$ cat config.mk
export PLATFORM = sky130hd
export DESIGN_NAME = capture_controller_flat
export DESIGN_NICKNAME = d
export VERILOG_FILES = /design/src/rtl/capture_pkg.sv /design/src/rtl/capture_controller_if.sv /design/src/rtl/capture_controller_trig_detect.sv /design/src/rtl/capture_controller.sv /design/src/flat_wrapper.sv
export SDC_FILE = /design/constraint.sdc
export NUM_CORES = 1
export LEC_CHECK = 0
export CORE_MARGIN = 4
export CORE_UTILIZATION = 32
export DETAILED_ROUTE_END_ITERATION = 10
export HOLD_SLACK_MARGIN = 0.1
export PLACE_DENSITY = 0.58
export SLEW_MARGIN = 20
export SYNTH_ARGS = -nofsm -noshare
export SYNTH_HDL_FRONTEND = slang
export SYNTH_SLANG_ARGS = --single-unit
$ cat constraint.sdc
create_clock -name clk -period 4.3 [get_ports clk]
set_clock_uncertainty 0.2 [all_clocks]
set_input_delay 0.86 -clock clk [delete_from_list [all_inputs] [get_ports clk]]
set_output_delay 0.86 -clock clk [all_outputs]
set_load 0.03 [all_outputs]
$ cat src/rtl/capture_pkg.sv
// Shared types for the capture controller: FSM state encoding and trigger edge select.
package capture_pkg;

    typedef enum logic [2:0] {
        IDLE,
        PRE,
        WAIT_TRIG,
        POST,
        DONE
    } cap_state_t;

    typedef enum logic {
        EDGE_RISE,
        EDGE_FALL
    } trig_edge_t;

    // States in which incoming samples are written to the buffer.
    function automatic logic is_busy(cap_state_t s);
        return (s == PRE) || (s == WAIT_TRIG) || (s == POST);
    endfunction

endpackage

$ cat src/rtl/capture_controller_if.sv
// Bundle of control, sample and buffer-write signals around the capture controller.
// Handshake: sample_data is consumed on every clk edge where sample_valid is high;
// there is no back-pressure. buf_we qualifies buf_waddr/buf_wdata for exactly one
// cycle per written sample, one cycle after the sample was presented.
interface capture_controller_if
    import capture_pkg::*;
#(
    parameter int DATA_W = 16,
    parameter int ADDR_W = 8
);
    logic              arm;
    logic              force_trig;
    logic              sample_valid;
    logic [DATA_W-1:0] sample_data;
    logic [DATA_W-1:0] trig_level;
    logic              trig_falling;
    logic [ADDR_W-1:0] pre_count;
    logic              buf_we;
    logic [ADDR_W-1:0] buf_waddr;
    logic [DATA_W-1:0] buf_wdata;
    logic [ADDR_W-1:0] trig_addr;
    logic              busy;
    logic              triggered;
    logic              done;
    cap_state_t        state_dbg;

    modport master (
        output arm, force_trig, sample_valid, sample_data, trig_level, trig_falling, pre_count,
        input  buf_we, buf_waddr, buf_wdata, trig_addr, busy, triggered, done, state_dbg
    );

    modport slave (
        input  arm, force_trig, sample_valid, sample_data, trig_level, trig_falling, pre_count,
        output buf_we, buf_waddr, buf_wdata, trig_addr, busy, triggered, done, state_dbg
    );

endinterface

$ cat src/rtl/capture_controller_trig_detect.sv
// Level-crossing detector: remembers the previous valid sample since arm and flags
// a signed crossing of the threshold in the selected direction.
module trig_detect
    import capture_pkg::*;
#(
    parameter int DATA_W = 16
) (
    input  logic              clk,
    input  logic              rst,
    input  logic              clear,
    input  logic              sample_valid,
    input  logic [DATA_W-1:0] sample_data,
    input  logic [DATA_W-1:0] level,
    input  trig_edge_t        edge_sel,
    output logic              hit
);

    logic [DATA_W-1:0] prev_q, prev_d;
    logic              prev_valid_q, prev_valid_d;
    logic              cond_rise;
    logic              cond_fall;

    // Next previous-sample value; an arm-cycle sample is the first of the new capture.
    always_comb begin
        prev_d       = prev_q;
        prev_valid_d = prev_valid_q;
        if (clear) begin
            prev_valid_d = 1'b0;
        end
        if (sample_valid) begin
            prev_d       = sample_data;
            prev_valid_d = 1'b1;
        end
    end

    // Signed crossing compare; no hit on the arm cycle since history is stale then.
    always_comb begin
        cond_rise = ($signed(prev_q) < $signed(level)) && ($signed(sample_data) >= $signed(level));
        cond_fall = ($signed(prev_q) > $signed(level)) && ($signed(sample_data) <= $signed(level));
        hit = sample_valid && prev_valid_q && !clear &&
              ((edge_sel == EDGE_FALL) ? cond_fall : cond_rise);
    end

    // Previous-sample register.
    always_ff @(posedge clk or posedge rst) begin
        if (rst) begin
            prev_q       <= '0;
            prev_valid_q <= 1'b0;
        end else begin
            prev_q       <= prev_d;
            prev_valid_q <= prev_valid_d;
        end
    end

endmodule

$ cat src/rtl/capture_controller.sv
// Capture sequencer: arm, pre-trigger fill, wait for trigger, post-trigger fill, done.
// Owns the ring write pointer and drives the capture RAM write port.
module capture_controller
    import capture_pkg::*;
#(
    parameter int DATA_W = 16,
    parameter int ADDR_W = 8
) (
    input  logic                 clk,
    input  logic                 rst,
    capture_controller_if.slave  bus
);

    // DEPTH expressed in the post counter's width (one bit wider than an address).
    localparam logic [ADDR_W:0] DEPTH_V = {1'b1, {ADDR_W{1'b0}}};

    cap_state_t        state_q, state_d;
    logic [DATA_W-1:0] level_q, level_d;
    trig_edge_t        edge_q, edge_d;
    logic [ADDR_W-1:0] pre_q, pre_d;
    logic [ADDR_W-1:0] pre_cnt_q, pre_cnt_d;
    logic [ADDR_W:0]   post_cnt_q, post_cnt_d;
    logic [ADDR_W-1:0] wptr_q, wptr_d;
    logic              force_q, force_d;
    logic              triggered_q, triggered_d;
    logic [ADDR_W-1:0] trig_addr_q, trig_addr_d;
    logic              we_q, we_d;
    logic [ADDR_W-1:0] waddr_q, waddr_d;
    logic [DATA_W-1:0] wdata_q, wdata_d;
    logic              busy_q, busy_d;
    logic              done_q, done_d;

    // Effective context for this cycle's sample: arm replaces the running capture.
    cap_state_t        cur_state;
    logic [ADDR_W-1:0] cur_pre;
    logic [ADDR_W-1:0] cur_wptr;
    logic [ADDR_W-1:0] cur_pre_cnt;
    logic              cur_force;
    logic [ADDR_W:0]   post_target;
    logic              hit;

    trig_detect #(
        .DATA_W (DATA_W)
    ) u_trig_detect (
        .clk          (clk),
        .rst          (rst),
        .clear        (bus.arm),
        .sample_valid (bus.sample_valid),
        .sample_data  (bus.sample_data),
        .level        (level_q),
        .edge_sel     (edge_q),
        .hit          (hit)
    );

    // Next-state, counters, pointer and write-port decode.
    always_comb begin
        state_d     = state_q;
        level_d     = level_q;
        edge_d      = edge_q;
        pre_d       = pre_q;
        pre_cnt_d   = pre_cnt_q;
        post_cnt_d  = post_cnt_q;
        wptr_d      = wptr_q;
        force_d     = force_q;
        triggered_d = triggered_q;
        trig_addr_d = trig_addr_q;
        we_d        = 1'b0;
        waddr_d     = waddr_q;
        wdata_d     = wdata_q;

        cur_state   = state_q;
        cur_pre     = pre_q;
        cur_wptr    = wptr_q;
        cur_pre_cnt = pre_cnt_q;
        cur_force   = force_q;

        if (bus.arm) begin
            level_d     = bus.trig_level;
            edge_d      = bus.trig_falling ? EDGE_FALL : EDGE_RISE;
            pre_d       = bus.pre_count;
            cur_state   = (bus.pre_count == '0) ? WAIT_TRIG : PRE;
            cur_pre     = bus.pre_count;
            cur_wptr    = '0;
            cur_pre_cnt = '0;
            cur_force   = 1'b0;
            state_d     = cur_state;
            pre_cnt_d   = '0;
            post_cnt_d  = '0;
            wptr_d      = '0;
            force_d     = 1'b0;
            triggered_d = 1'b0;
        end

        post_target = DEPTH_V - {1'b0, cur_pre};

        if ((cur_state == WAIT_TRIG) && bus.force_trig) begin
            force_d = 1'b1;
        end

        if (bus.sample_valid && is_busy(cur_state)) begin
            we_d    = 1'b1;
            waddr_d = cur_wptr;
            wdata_d = bus.sample_data;
            wptr_d  = cur_wptr + 1'b1;
            unique case (cur_state)
                PRE: begin
                    pre_cnt_d = cur_pre_cnt + 1'b1;
                    if (pre_cnt_d == cur_pre) begin
                        state_d = WAIT_TRIG;
                    end
                end
                WAIT_TRIG: begin
                    if (hit || cur_force || bus.force_trig) begin
                        state_d     = POST;
                        trig_addr_d = cur_wptr;
                        triggered_d = 1'b1;
                        force_d     = 1'b0;
                        post_cnt_d  = {{ADDR_W{1'b0}}, 1'b1};
                        if (post_target == {{ADDR_W{1'b0}}, 1'b1}) begin
                            state_d = DONE;
                        end
                    end
                end
                POST: begin
                    post_cnt_d = post_cnt_q + 1'b1;
                    if (post_cnt_d == post_target) begin
                        state_d = DONE;
                    end
                end
                default: begin
                end
            endcase
        end

        busy_d = is_busy(state_d);
        done_d = (state_d == DONE);
    end

    // State, configuration, counters and registered outputs.
    always_ff @(posedge clk or posedge rst) begin
        if (rst) begin
            state_q     <= IDLE;
            level_q     <= '0;
            edge_q      <= EDGE_RISE;
            pre_q       <= '0;
            pre_cnt_q   <= '0;
            post_cnt_q  <= '0;
            wptr_q      <= '0;
            force_q     <= 1'b0;
            triggered_q <= 1'b0;
            trig_addr_q <= '0;
            we_q        <= 1'b0;
            waddr_q     <= '0;
            wdata_q     <= '0;
            busy_q      <= 1'b0;
            done_q      <= 1'b0;
        end else begin
            state_q     <= state_d;
            level_q     <= level_d;
            edge_q      <= edge_d;
            pre_q       <= pre_d;
            pre_cnt_q   <= pre_cnt_d;
            post_cnt_q  <= post_cnt_d;
            wptr_q      <= wptr_d;
            force_q     <= force_d;
            triggered_q <= triggered_d;
            trig_addr_q <= trig_addr_d;
            we_q        <= we_d;
            waddr_q     <= waddr_d;
            wdata_q     <= wdata_d;
            busy_q      <= busy_d;
            done_q      <= done_d;
        end
    end

    assign bus.buf_we    = we_q;
    assign bus.buf_waddr = waddr_q;
    assign bus.buf_wdata = wdata_q;
    assign bus.trig_addr = trig_addr_q;
    assign bus.busy      = busy_q;
    assign bus.triggered = triggered_q;
    assign bus.done      = done_q;
    assign bus.state_dbg = state_q;

endmodule

$ cat src/flat_wrapper.sv
// flat-port wrapper written by rule: the top's interface ports become plain ports
module capture_controller_flat import capture_pkg::*;
#(
    parameter int DATA_W = 16,
    parameter int ADDR_W = 8
)
  (clk, rst, bus_arm, bus_force_trig, bus_sample_valid, bus_sample_data, bus_trig_level, bus_trig_falling, bus_pre_count, bus_buf_we, bus_buf_waddr, bus_buf_wdata, bus_trig_addr, bus_busy, bus_triggered, bus_done, bus_state_dbg);
  capture_controller_if #(.DATA_W(DATA_W), .ADDR_W(ADDR_W)) bus_i ();
  input  logic clk;
  input  logic rst;
  input wire logic [$bits(bus_i.arm)-1:0] bus_arm;
  input wire logic [$bits(bus_i.force_trig)-1:0] bus_force_trig;
  input wire logic [$bits(bus_i.sample_valid)-1:0] bus_sample_valid;
  input wire logic [$bits(bus_i.sample_data)-1:0] bus_sample_data;
  input wire logic [$bits(bus_i.trig_level)-1:0] bus_trig_level;
  input wire logic [$bits(bus_i.trig_falling)-1:0] bus_trig_falling;
  input wire logic [$bits(bus_i.pre_count)-1:0] bus_pre_count;
  output wire logic [$bits(bus_i.buf_we)-1:0] bus_buf_we;
  output wire logic [$bits(bus_i.buf_waddr)-1:0] bus_buf_waddr;
  output wire logic [$bits(bus_i.buf_wdata)-1:0] bus_buf_wdata;
  output wire logic [$bits(bus_i.trig_addr)-1:0] bus_trig_addr;
  output wire logic [$bits(bus_i.busy)-1:0] bus_busy;
  output wire logic [$bits(bus_i.triggered)-1:0] bus_triggered;
  output wire logic [$bits(bus_i.done)-1:0] bus_done;
  output wire logic [$bits(bus_i.state_dbg)-1:0] bus_state_dbg;
  assign bus_i.arm = bus_arm;
  assign bus_i.force_trig = bus_force_trig;
  assign bus_i.sample_valid = bus_sample_valid;
  assign bus_i.sample_data = bus_sample_data;
  assign bus_i.trig_level = bus_trig_level;
  assign bus_i.trig_falling = bus_trig_falling;
  assign bus_i.pre_count = bus_pre_count;
  assign bus_buf_we = bus_i.buf_we;
  assign bus_buf_waddr = bus_i.buf_waddr;
  assign bus_buf_wdata = bus_i.buf_wdata;
  assign bus_trig_addr = bus_i.trig_addr;
  assign bus_busy = bus_i.busy;
  assign bus_triggered = bus_i.triggered;
  assign bus_done = bus_i.done;
  assign bus_state_dbg = bus_i.state_dbg;
  capture_controller #(.DATA_W(DATA_W), .ADDR_W(ADDR_W)) u_core (.clk(clk), .rst(rst), .bus(bus_i));
endmodule
# After elaboration in Yosys (flattened, before gate mapping)
# Index checks and enable logic that the tools add are counted.
# word_totals
in_bits	46
ff_bits	107
elab_cells	84
# op_classes
reduce_logical	17
muxes	32
order_cmp	4
addsub	4
eq_ne	10
# op_table
op	n
$mux W8	6
$mux W9	3
$mux W3	6
$pmux W9 S2	1
$add A8 B1 Y8 const B	2
$ge A16 B16 Y1	1
$gt A16 B16 Y1	1
$le A16 B16 Y1	1
$lt A16 B16 Y1	1
$mux W1	14
$eq A3 B2 Y1 const B	4
$add A9 B1 Y9 const B	1
$eq A9 B1 Y1 const B	1
$eq A9 B9 Y1	1
$pmux W3 S3	1
$sub A9 B8 Y9 const A	1
$eq A8 B8 Y1	1
$logic_not A8 Y1	1
$logic_and A1 B1 Y1	7
$eq A3 B1 Y1 const B	2
$logic_or A1 B1 Y1	6
$eq A3 B3 Y1 const B	1
$reduce_and A3 Y1	1
$mux W2	1
other kinds (2)	2

# Depth between registers and ports, before layout
# Gate-level depths: netlist of run 1.
# logic_depth
depth_word	12
depth_mapped	16
depth_no_buf	11

# Hierarchy
# Synthesis of run 1 repeated with hierarchy kept, for this count alone.
# hier_totals
cells_unflattened	610
area_unflattened_um2	5959.5
# by_module_without_submodules
module	cells_per_inst	instances	area_per_inst_um2	seq_area_each_um2
capture_controller	457	1	4476.8	2252.2
trig_detect	153	1	1482.7	425.4

# Least setup slack after synthesis of run 1
# OpenSTA, ideal clock, no wires.
# synth_timing
kind	in2reg
startpoint	in bus_arm
endpoint	reg u_core.done_q, in the netlist u_core.bus.done
t_arrival_ps	4541
stages	15
slack_ps	-507
setup_time_ps	66
required_ps	4034
cell_sequence	buf_4 buf_2 buf_2 buf_1 buf_1 clkbuf_1 mux2i_1 ha_1 o21ai_1 or3_1 xnor3_1 or4b_4 or3_1 o221ai_2 and2_1
# synth_between
elab_chain_cells	9
word_cells_on_any_way	27
classes_between	2 x add/sub; 7 x eq/ne; 10 x mux; 8 x reduce/logical
# synth_lines
element	line_no	rtl
from (decl)	flat_wrapper.sv:11	input wire logic [$bits(bus_i.arm)-1:0] bus_arm;
parallel branches: the longest is 7 deep, another holds $sub A9 B8 Y9	n/a	
$mux W3 *	capture_controller.sv:100	if (bus.sample_valid && is_busy(cur_state)) begin
via u_core.state_d[2]	capture_controller.sv:17	cap_state_t state_q, state_d;
$eq A3 B3 Y1 *	capture_controller.sv:136	done_d = (state_d == DONE);
via u_core.done_d	capture_controller.sv:31	logic done_q, done_d;
to (signal assigned)	capture_controller.sv:172	done_q <= done_d;
to (decl)	capture_controller.sv:31	
# Mark *: on every way through the listed nets, which the timed path passes.
# A chain may end at the register's enable or synchronous reset.

# Worst setup path after layout of run 1
# layout_timing
startpoint	in bus_sample_data[14]
endpoint	reg u_core.done_q, in the netlist u_core.bus.done
# layout_between
elab_chain_cells	10
word_cells_on_any_way	12
classes_between	2 x order compare; 1 x eq/ne; 4 x mux; 5 x reduce/logical
# layout_lines
element	line_no	rtl
from (decl)	flat_wrapper.sv:14	input wire logic [$bits(bus_i.sample_data)-1:0] bus_sample_data;
$ge A16 B16 Y1 / $le A16 B16 Y1 (equally long branches)	capture_controller_trig_detect.sv:38, capture_controller_trig_detect.sv:39	
$logic_and A1 B1 Y1, on equally long branches	capture_controller_trig_detect.sv:38, capture_controller_trig_detect.sv:39	
$mux W1 *	capture_controller_trig_detect.sv:41	((edge_sel == EDGE_FALL) ? cond_fall : cond_rise);
$logic_and A1 B1 Y1 *	capture_controller_trig_detect.sv:40	hit = sample_valid && prev_valid_q && !clear &&
$logic_or A1 B1 Y1 * (2 in a row)	capture_controller.sv:113	if (hit || cur_force || bus.force_trig) begin
$mux W3 *	capture_controller.sv:113	
$pmux W3 S3 *	capture_controller.sv:105	unique case (cur_state)
$mux W3 *	capture_controller.sv:100	
via u_core.state_d[2]	capture_controller.sv:17	
$eq A3 B3 Y1 *	capture_controller.sv:136	
via u_core.done_d	capture_controller.sv:31	
# The timed path passes the listed nets; every way through them passes the cells marked *.

==> results of run 1 <==
-- area by class of cell --
class,count,share of cell area (%)
Tap cell,229,3.86
Inverter,31,1.60
Multi-Input combinational cell,450,40.9
Clock buffer,10,3.08
Clock inverter,6,1.50
Timing Repair Buffer,98,13.0
Sequential cell,107,36.0
-- power by group through the flow --
stage	Sequential [W]	Clock, W	Combinational [W]
5_1_grt	0.00115	0.00102	0.000633
3_5_place_dp	0.00116	0	0.000572
3_3_place_gp	0.00115	0	0.000561
6_report	0.00114	0.000963	0.000568
2_1_floorplan	0.00120	0	0.000307
4_1_cts	0.00114	0.000986	0.000575
-- path summary, 6_finish.rpt --
kind / start / depth (start not counted) / to
max: bus_sample_data[14] / 11 / u_core.bus.done$_DFF_PP0_
min: u_core.bus.buf_wdata[12]$_DFFE_PP0P_ / 2 / u_core.bus.buf_wdata[12]$_DFFE_PP0P_
max reg2reg: u_core.u_trig_detect.prev_q[15]$_DFFE_PP0P_ / 10 / u_core.bus.done$_DFF_PP0_
min reg2reg: u_core.bus.buf_wdata[12]$_DFFE_PP0P_ / 2 / u_core.bus.buf_wdata[12]$_DFFE_PP0P_
max in group asynchronous: rst / 3 / u_core.level_q[13]$_DFFE_PP0P_
min in group asynchronous: rst / 2 / u_core.bus.buf_wdata[9]$_DFFE_PP0P_
-- cells by family after synthesis --
kind of cell,count (synthesis),share of synthesized area [%]
flops,107,45.1
compound gates,103,10.6
buf+inv,55,3.78
mux,37,7.07
fa+ha+maj,37,7.81
simple gates,232,19.1
xor+xnor,41,6.52
-- sequential cells by signal (all words and copies together), names as in the netlist --
signal,flops
u_core.bus.buf_wdata,16
u_core.level_q,16
u_core.u_trig_detect.prev_q,16
u_core.post_cnt_q,9
u_core.bus.buf_waddr,8
u_core.bus.trig_addr,8
u_core.pre_cnt_q,8
u_core.pre_q,8
u_core.wptr_q,8
u_core.bus.state_dbg,3
u_core.bus.buf_we,1
u_core.bus.busy,1
u_core.bus.done,1
u_core.bus.triggered,1
u_core.edge_q,1
u_core.force_q,1
u_core.u_trig_detect.prev_valid_q,1
-- Yosys cell counts, types with 5 or more instances --
cell	instances
a21oi_1	26
buf_1	5
clkbuf_1	14
dfrtp_1	107
ha_1	37
inv_1	31
mux2_2	29
mux2i_1	7
nand2_1	108
nand3_1	16
nand4_1	12
nor2_1	32
nor2b_1	16
nor3_1	7
o211ai_1	5
o21ai_0	43
or3_1	9
xnor2_1	18
xor2_1	21
-- metal layers --
metal	up-vias	share of wire, %	GRT usage, %
li1	2286	-	-
met1	2279	48	20.6
met2	85	47	24.6
met3	18	4.0	3.21
met4	0	1.3	4.07
met5	-	0	0
-- stage by stage --
step,instances,total power [W]
6_report,931,0.00267
5_1_grt,931,0.00280
4_1_cts,931,0.00270
3_5_place_dp,915,0.00173
3_3_place_gp,915,0.00172
2_1_floorplan,612,0.00151
-- critical path, cell delays in order --
cell and delay [ns]:
clkdlybuf4s50_1 0.50, ha_1 0.35, nand4_1 0.18, nor4_1 0.41, o21ai_0 0.21, a31o_2 0.29, and4b_1 0.18, or3_1 0.37
nand3b_4 0.29, o221ai_2 0.28, and2_1 0.17
==> run summary, run 1 <==
DR WL/cell: 16.3 um
Clock transition at path regs: 0.07 ns
Cell row count: 49
Leading cell type in the layout, fill and taps excluded: nand2_1
Die width: 144 um
Number of synthesized flops with an enable pin: 0
Buffers on Ports: 84
Asr flop ratio synth: 100%
Multi-input gate area: 3040 um^2
# H-tree levels: 3
Switching share of total power: 28.7%
Synth top area cells: dfrtp_1 45%, ha_1 7.8%, nand2_1 6.8%, mux2_2 5.5%, o21ai_0 3.6%
Yosys warns: 0
Post-Syn Instances: 612
Core box area: 18100 um^2
Final Net Count: 780
Starting DRC count in detailed routing: 215
Post-synth top area share: 45.1%
Starting Density: 32.8%
Die height: 144 um
Vias in the first global route: 4844
# diodes: 0
Commonest non-fill, non-tap cells in the layout: 108 x nand2_1, 107 x dfrtp_1, 83 x clkdlybuf4s50_1
All-Layer GR Usage: 15.1%
Global-route wire length before repair: 25.0 mm
Setup ws final: 0.317 ns
Layout area overhead: 25.3%
Clock sink count: 107
Pwr Density: 360 nW/um^2
Hold_ws: 0.273 ns
Syn_nets: 695
Clock share of power: 36.1%
Gates resized, CTS repair: 0
Post-synthesis cell type count: 64
Max Clk Rate: 251 MHz
#FFs+latches synth: 107
Data arrival time of the critical path: 4.07 ns
Syn avg cell area: 9.69 um^2
Final setup vio count: 0
Vias after detailed routing: 4668
Hold Violations, Final: 0
Setup Buffers After CTS: 0
Worst-margin pin slew: 0.711 ns
CTS max path bufs: 2
Worst Path Max Fanout: 12
Worst EP required: 4.39 ns
Lkg Pwr: 3.35 nW
CTS Buf Count: 9
Part of the power in combinational logic: 21.3%
Vias per cell: 5.01
Synthesized cell area: 5930 um^2
Final Wtd Congestion: 0.823
Slew Limit Fails: 0
Setup tns final: 0 ns
Final Cycle Share: 92.6%
Placed Area: 7090 um^2
Synth area leader: dfrtp_1
Fin area: 7430 um^2
Area of the die: 20800 um^2
Slew headroom: 52.6%
TritonCTS clock tree: done
I/O pin cnt: 85
Crit end category: flip-flop
Internal: 0.00190 W
Sequential element share of the synthesized area: 45.1%
Total gr overflow: 0
Initial antenna violation count: 0
Place WS: 0.00586 ns
Fin crit period: 3.98 ns
Routed wire length: 15.2 mm
CP Launch Type: input pin
Share of cells above drive strength 1: 11.0%
Post-CTS Hold Buffers: 0
Status: finished clean
Internal reg-to-reg setup slack: 0.91 ns
Largest net degree at the start of global routing: 72
Primary FF master, synth: dfrtp_1
Antenna Nets Post-Route: 0
Core Util, Final: 41.1%
VDD IR max: 0.000195 V
Drt first pass iters: 4
P_sw: 0.000767 W
Final-layout fill cell count: 1718
CTS Root Cell: clkbuf_16
RSZ-0062 raised after global routing: false
Reg power frac: 42.7%
Register Area: 2680 um^2
Residual DRC: 0
Worst-Skew Late Latency: 0.36 ns
Detailed-placement wirelength estimate: 11.2 mm
HP Class: reg2reg
CP Class: in2reg
Max-capacitance violation count: 0
(Power assumes the default switching activity.)
==> run 2: changes to the inputs <==
Settings changed: CTS_CLUSTER_SIZE set to 8.
==> results of run 2 <==
Final layout, timing and power as in run 1 (identical DEF).
